$ cat src/rtl/tdm_demux_four.sv
// Four-channel TDM receiver: deserialises WIDTH-bit slots from a framed serial
// stream into four parallel channel registers, with hunt/lock frame alignment.
module tdm_demux_four #(
  parameter int WIDTH = 8
) (
  input  logic                 clk,
  input  logic                 rst_n,
  input  logic                 en,
  input  logic                 din,
  input  logic                 sync,
  output logic [4*WIDTH-1:0]   q,
  output logic [3:0]           valid,
  output logic                 locked,
  output logic                 sync_err
);

  localparam int BW = $clog2(WIDTH);

  typedef enum logic {HUNT, LOCKED} state_t;

  state_t               state, state_nx;
  logic [BW-1:0]        bit_cnt, bit_cnt_nx;
  logic [1:0]           slot_cnt, slot_cnt_nx;
  logic [WIDTH-2:0]     shift, shift_nx;
  logic [4*WIDTH-1:0]   q_nx;
  logic [3:0]           valid_nx;
  logic                 err_nx;
  logic [WIDTH-1:0]     word;
  logic                 frame_start;

  assign word        = {shift, din};
  assign frame_start = (bit_cnt == '0) && (slot_cnt == 2'd0);
  assign locked      = (state == LOCKED);

  always_ff @(posedge clk or negedge rst_n) begin
    if (!rst_n) begin
      state    <= HUNT;
      bit_cnt  <= '0;
      slot_cnt <= 2'd0;
      shift    <= '0;
      q        <= '0;
      valid    <= 4'd0;
      sync_err <= 1'b0;
    end else begin
      state    <= state_nx;
      bit_cnt  <= bit_cnt_nx;
      slot_cnt <= slot_cnt_nx;
      shift    <= shift_nx;
      q        <= q_nx;
      valid    <= valid_nx;
      sync_err <= err_nx;
    end
  end

  always_comb begin
    state_nx    = state;
    bit_cnt_nx  = bit_cnt;
    slot_cnt_nx = slot_cnt;
    shift_nx    = shift;
    q_nx        = q;
    valid_nx    = 4'd0;
    err_nx      = 1'b0;
    if (en) begin
      case (state)
        HUNT: begin
          if (sync) begin
            state_nx    = LOCKED;
            shift_nx    = word[WIDTH-2:0];
            bit_cnt_nx  = BW'(1);
            slot_cnt_nx = 2'd0;
          end
        end
        LOCKED: begin
          if (frame_start && !sync) begin
            state_nx    = HUNT;
            err_nx      = 1'b1;
            bit_cnt_nx  = '0;
            slot_cnt_nx = 2'd0;
          end else if (sync && !frame_start) begin
            // Early sync wins over slot completion: the partial slot is dropped.
            err_nx      = 1'b1;
            shift_nx    = word[WIDTH-2:0];
            bit_cnt_nx  = BW'(1);
            slot_cnt_nx = 2'd0;
          end else if (bit_cnt == BW'(WIDTH-1)) begin
            q_nx[slot_cnt*WIDTH +: WIDTH] = word;
            valid_nx[slot_cnt]            = 1'b1;
            bit_cnt_nx                    = '0;
            slot_cnt_nx                   = slot_cnt + 2'd1;
          end else begin
            shift_nx   = word[WIDTH-2:0];
            bit_cnt_nx = bit_cnt + 1'b1;
          end
        end
        default: state_nx = HUNT;
      endcase
    end
  end

endmodule

$ cat config.mk
export PLATFORM = sky130hd
export DESIGN_NAME = tdm_demux_four
export DESIGN_NICKNAME = d
export VERILOG_FILES = /design/src/rtl/tdm_demux_four.sv
export SDC_FILE = /design/constraint.sdc
export NUM_CORES = 1
export LEC_CHECK = 0
export CAP_MARGIN = 20
export CORE_MARGIN = 2
export CORE_UTILIZATION = 25
export DETAILED_ROUTE_END_ITERATION = 12
export SYNTH_ARGS = -nofsm -noshare
export SYNTH_HDL_FRONTEND = slang
export SYNTH_SLANG_ARGS = --single-unit
$ cat constraint.sdc
create_clock -name clk -period 6.44 [get_ports clk]
set_input_delay 1.288 -clock clk [delete_from_list [all_inputs] [get_ports clk]]
set_output_delay 1.288 -clock clk [all_outputs]
set_load 0.02 [all_outputs]
Word-level counts from Yosys, hierarchy flattened:

Cells that the tools add are included.

* register bits: 50
* logic and storage cells: 64
* input bits: 5

* mux-type cells: 30
* bitwise gates (word level): 3
* $lt $le $gt $ge: 2
* equality and inequality tests: 5
* $add $sub $neg: 3
* shifts and indexed selects: 2
* reductions and logical operators: 12

Operators with widths (number)
* negator 5 -> 34 bit: 1
* variable shift 8 x 34 -> 32 bit, first input constant: 1
* indexed part select 8 x 34 -> 32 bit: 1
* bitwise mux 32 bit: 1
* 2-to-1 mux 7 bit: 4
* 2-to-1 mux 4 bit: 5
* one-hot mux 7 bit (2 select lines): 1
* 2-to-1 mux 3 bit: 4
* 2-to-1 mux 2 bit: 4
* 2-to-1 mux 1 bit: 7
* one-hot mux 3 bit (2 select lines): 1
* AND reduction 5 bit: 1
* logical AND 1 bit: 4
* != test 2 bit, second input constant: 2
* != test 4 x 1 -> 1 bit, second input constant: 1
* one-hot mux 2 bit (2 select lines): 1
* AND reduction 4 bit: 1
* adder 3 x 1 -> 3 bit, second input constant: 1
* equality test 3 bit, second input constant: 1
* logical NOT 3 bit: 1
* less-than comparator 2 x 3 -> 1 bit, second input constant: 1
* != test 3 bit, second input constant: 1
* inverter 1 bit: 3
* AND reduction 3 bit: 1
* other kinds (7): 8

Depth between registers and ports, before layout:

* depth in word-level cells: 9
* mapped depth: 13
* depth with buffers taken out: 9

Least setup slack after synthesis:

No wires, ideal clock.

* kind: register -> register
* from: register slot_cnt[0]
* to: register q[5]
* slack: 3915 ps
* clock period less this slack: 2525 ps
* setup time: 118 ps
* arrival: 2406 ps
* stages on the path, launching flop included: 13
* path buffers: 3
* cells stage by stage: dfrtp_1 inv_1 ha_1 clkbuf_1 nand2_1 or2_2 inv_1 ha_1 and4_1 buf_6 buf_12 and4_1 a21o_1

* cells in the longest elaborated chain, start to end: 6
* elaborated cells between the ends (all ways): 12

RTL lines
* start: declaration: line 23 `logic [1:0] slot_cnt, slot_cnt_nx;`
* start signal: assignment: line 47 `slot_cnt <= slot_cnt_nx;`
* branches (longest 6 deep; another with negator 5 -> 34 bit)
* end signal: assignment: line 49 `q <= q_nx;`
* end: declaration: line 11 `output logic [4*WIDTH-1:0] q,`

Parallel ways; which one is timed is not known.
A chain may end at the register's enable or synchronous reset.

Worst setup path in the final report:

* from: input en
* to: register q[24]

* cells in the longest elaborated chain, start to end: 1

RTL lines
* start: declaration: line 8 `input logic en,`
* AND reduction 5 bit (no source line)

Every way passes these cells.

==> flow_summary.json <==
{
  "core_sq_mm": 0.00977,
  "crit_fanout": 27,
  "cts.sink_count": 50,
  "cts-resized-gates": 0,
  "critPathCaptureType": "register",
  "grt_pass1_vias": 1868,
  "cts_buffers": 5,
  "wirelength_microns": 5790,
  "clock_tree.buffer_depth": 2,
  "ys_ff_latch": 50,
  "synthCells": 249,
  "leakagePower_nw": 1.43,
  "drv_cap": 0,
  "cts_tree": "done",
  "vias": 1924,
  "gp_congestion": 0.750,
  "clkPwrFrac_pct": 20.8,
  "drive_gt1_share_pct": 6.03,
  "synth_edf_count": 0,
  "power.switching_mw": 0.342,
  "max_slew_margin_pct": 48.5,
  "setup_tns_ns": 0,
  "setup_violations": 0,
  "die-area_sq_mm": 0.0109,
  "fmax_mhz": 302,
  "whs_ns": 0.484,
  "comb_power_share_pct": 29.0,
  "post_drt_wl_per_cell_microns": 14.0,
  "postCtsHoldBufs": 0,
  "yosys.cell_types.count": 37,
  "fillers": 1008,
  "n_antenna_cell": 0,
  "busiest_layer": "met2",
  "power.density_mw_per_mm2": 293,
  "finalCritPeriodShare_pct": 51.4,
  "path_class": "input pin to register",
  "path_delay_family": "buffers and inverters",
  "first_iter_violations": 99,
  "die_w_microns": 104,
  "startpoint_type": "input pin",
  "use_met3_pct": 3.32,
  "synth.cell_area_sq_mm": 0.00251,
  "synthTopCellsByArea": "dfrtp_1, nand4_1, inv_1",
  "max_stage_delay_ns": 0.97,
  "cp_slowest_cell": "clkdlybuf4s50_1",
  "synthDominantCellAreaShare_pct": 49.8,
  "synth_async_sr_flop_share_pct": 100,
  "intPower_mw": 0.565,
  "placed_area_sq_mm": 0.00296,
  "switching_share_pct": 37.7,
  "status": "finished, final reports clean",
  "std_cell_rows": 36,
  "met2_usage_pct": 16.7,
  "post_drt_via_cell_ratio": 4.64,
  "worst_pin_slew_ns": 0.770,
  "die_y_microns": 104,
  "cp_data_required_time_ns": 6.63,
  "cts_max_level": 2,
  "hp-class": "register to register",
  "grt_max_degree": 51,
  "cts_setup_buffers": 0,
  "cts-root-buf": "clkbuf_8",
  "grt_use_total_pct": 10.9,
  "synthTopCellsByCount": "dfrtp_1, inv_1, nand4_1, o21ai_0",
  "rsz0062_at_grt": "no",
  "path_buf_inv": 2,
  "worst_ep_arrival_time_ns": 3.50,
  "fin_area_sq_mm": 0.00309,
  "crit_chain": "clkdlybuf4s50_1 -> and4_1 -> buf_8 -> and2_1 -> o21ai_0",
  "grt_use_met1_pct": 14.2,
  "synth_flop_cell": "dfrtp_1",
  "clkLatencyLatePin_ns": 0.31,
  "synth_most_common_cell": "dfrtp_1",
  "min_period_ns": 3.31,
  "skew_ns": 0.0115,
  "clk_pin_slew_worst_paths_ns": 0.10,
  "start_util_pct": 25.7,
  "synth_top_cell_by_area": "dfrtp_1",
  "drc_errors": 0,
  "grt_overflow": 0,
  "syn_avg_cell_area_sq_um": 10.1,
  "grt_first_pass_wirelength_microns": 9490,
  "antenna_found_initial": 0,
  "ys_seq_area_share_pct": 49.8,
  "pin_count": 43,
  "synth_warnings": 0,
  "antenna_left": 0,
  "io_buffers": 42,
  "seqPwrFrac_pct": 50.2,
  "syn-num-nets": 263,
  "syn2layout_area_growth_pct": 23.1,
  "place_hpwl_microns": 4020,
  "nNetsFinal": 295,
  "hold_violations": 0,
  "ir_drop_v": 0.000132,
  "dr.pass1.iters": 4,
  "drv_slew": 0
}
worst paths after layout:
kind | from | to | slack, ns | cells past startpoint
worst max register to register | slot_cnt[0] | q[24] | 3.51 | 10
worst max-delay path | en | q[24] | 3.13 | 5
min in group asynchronous | rst_n | q[13] | 0.99 | 1
worst min register to register | q[2] | q[2] | 0.48 | 1
max in group asynchronous | rst_n | shift[3] | 4.90 | 2
worst min-delay path | q[2] | q[2] | 0.48 | 1
layout make-up:
| class | instances | area (sq um) | area share, % |
|---|---|---|---|
| Inverter | 31 | 116 | 3.76 |
| Multi-Input combinational cell | 149 | 1010 | 32.6 |
| Sequential cell | 50 | 1250 | 40.5 |
| Timing Repair Buffer | 44 | 458 | 14.8 |
| Tap cell | 133 | 166 | 5.38 |
| Clock buffer | 5 | 68.8 | 2.23 |
| Clock inverter | 3 | 23.8 | 0.769 |
power by group through the flow:
stage	registers, mW	clock network [mW]	logic [mW]
global placement	0.455	0	0.255
CTS	0.452	0.198	0.263
floorplan	0.446	0	0.170
detailed placement	0.458	0	0.262
finish	0.455	0.188	0.263
global route	0.462	0.208	0.298
logic make-up after synthesis:
logic type | count (synthesis) | share of synthesized area (%)
AOI/OAI and AO/OA | 54 | 13.1
adders and majority gates | 9 | 4.48
buffers and inverters | 50 | 10.1
DFF | 50 | 49.8
muxes | 1 | 0.448
and+or+nand+nor | 85 | 22.1
per-stage QoR:
stage	total power, mW	setup WS [ns]	std cells	utilization [%]
after floorplan	0.616	3.92	249	-
after CTS	0.913	2.80	413	31.2
after global routing	0.968	2.94	415	31.6
after global placement	0.710	2.61	405	30.2
final	0.907	3.13	415	31.6
after detailed placement	0.721	2.47	405	30.2
placed cells by master, fill, tap and decap left out, drive strengths merged, types with 8 or more instances in the layout:
cell type / count
o21ai: 26
clkdlybuf4s50: 41
nand4: 31
inv: 32
and4: 9
dfrtp: 50
a31oi: 9
a21o: 8
ha: 9
metal layers:
metal  up-vias  share of wire, %
li1        947                 -
met1       919                46
met2        50                46
met3         8               6.1
met4         0               1.9
met5         -                 0
sequential cells by signal, indices dropped and copies added (netlist names):
| name | count |
|---|---|
| bit_cnt | 3 |
| locked | 1 |
| q | 32 |
| shift | 7 |
| valid | 4 |
| sync_err | 1 |
| slot_cnt | 2 |
Power figures use the tool's default switching activity.
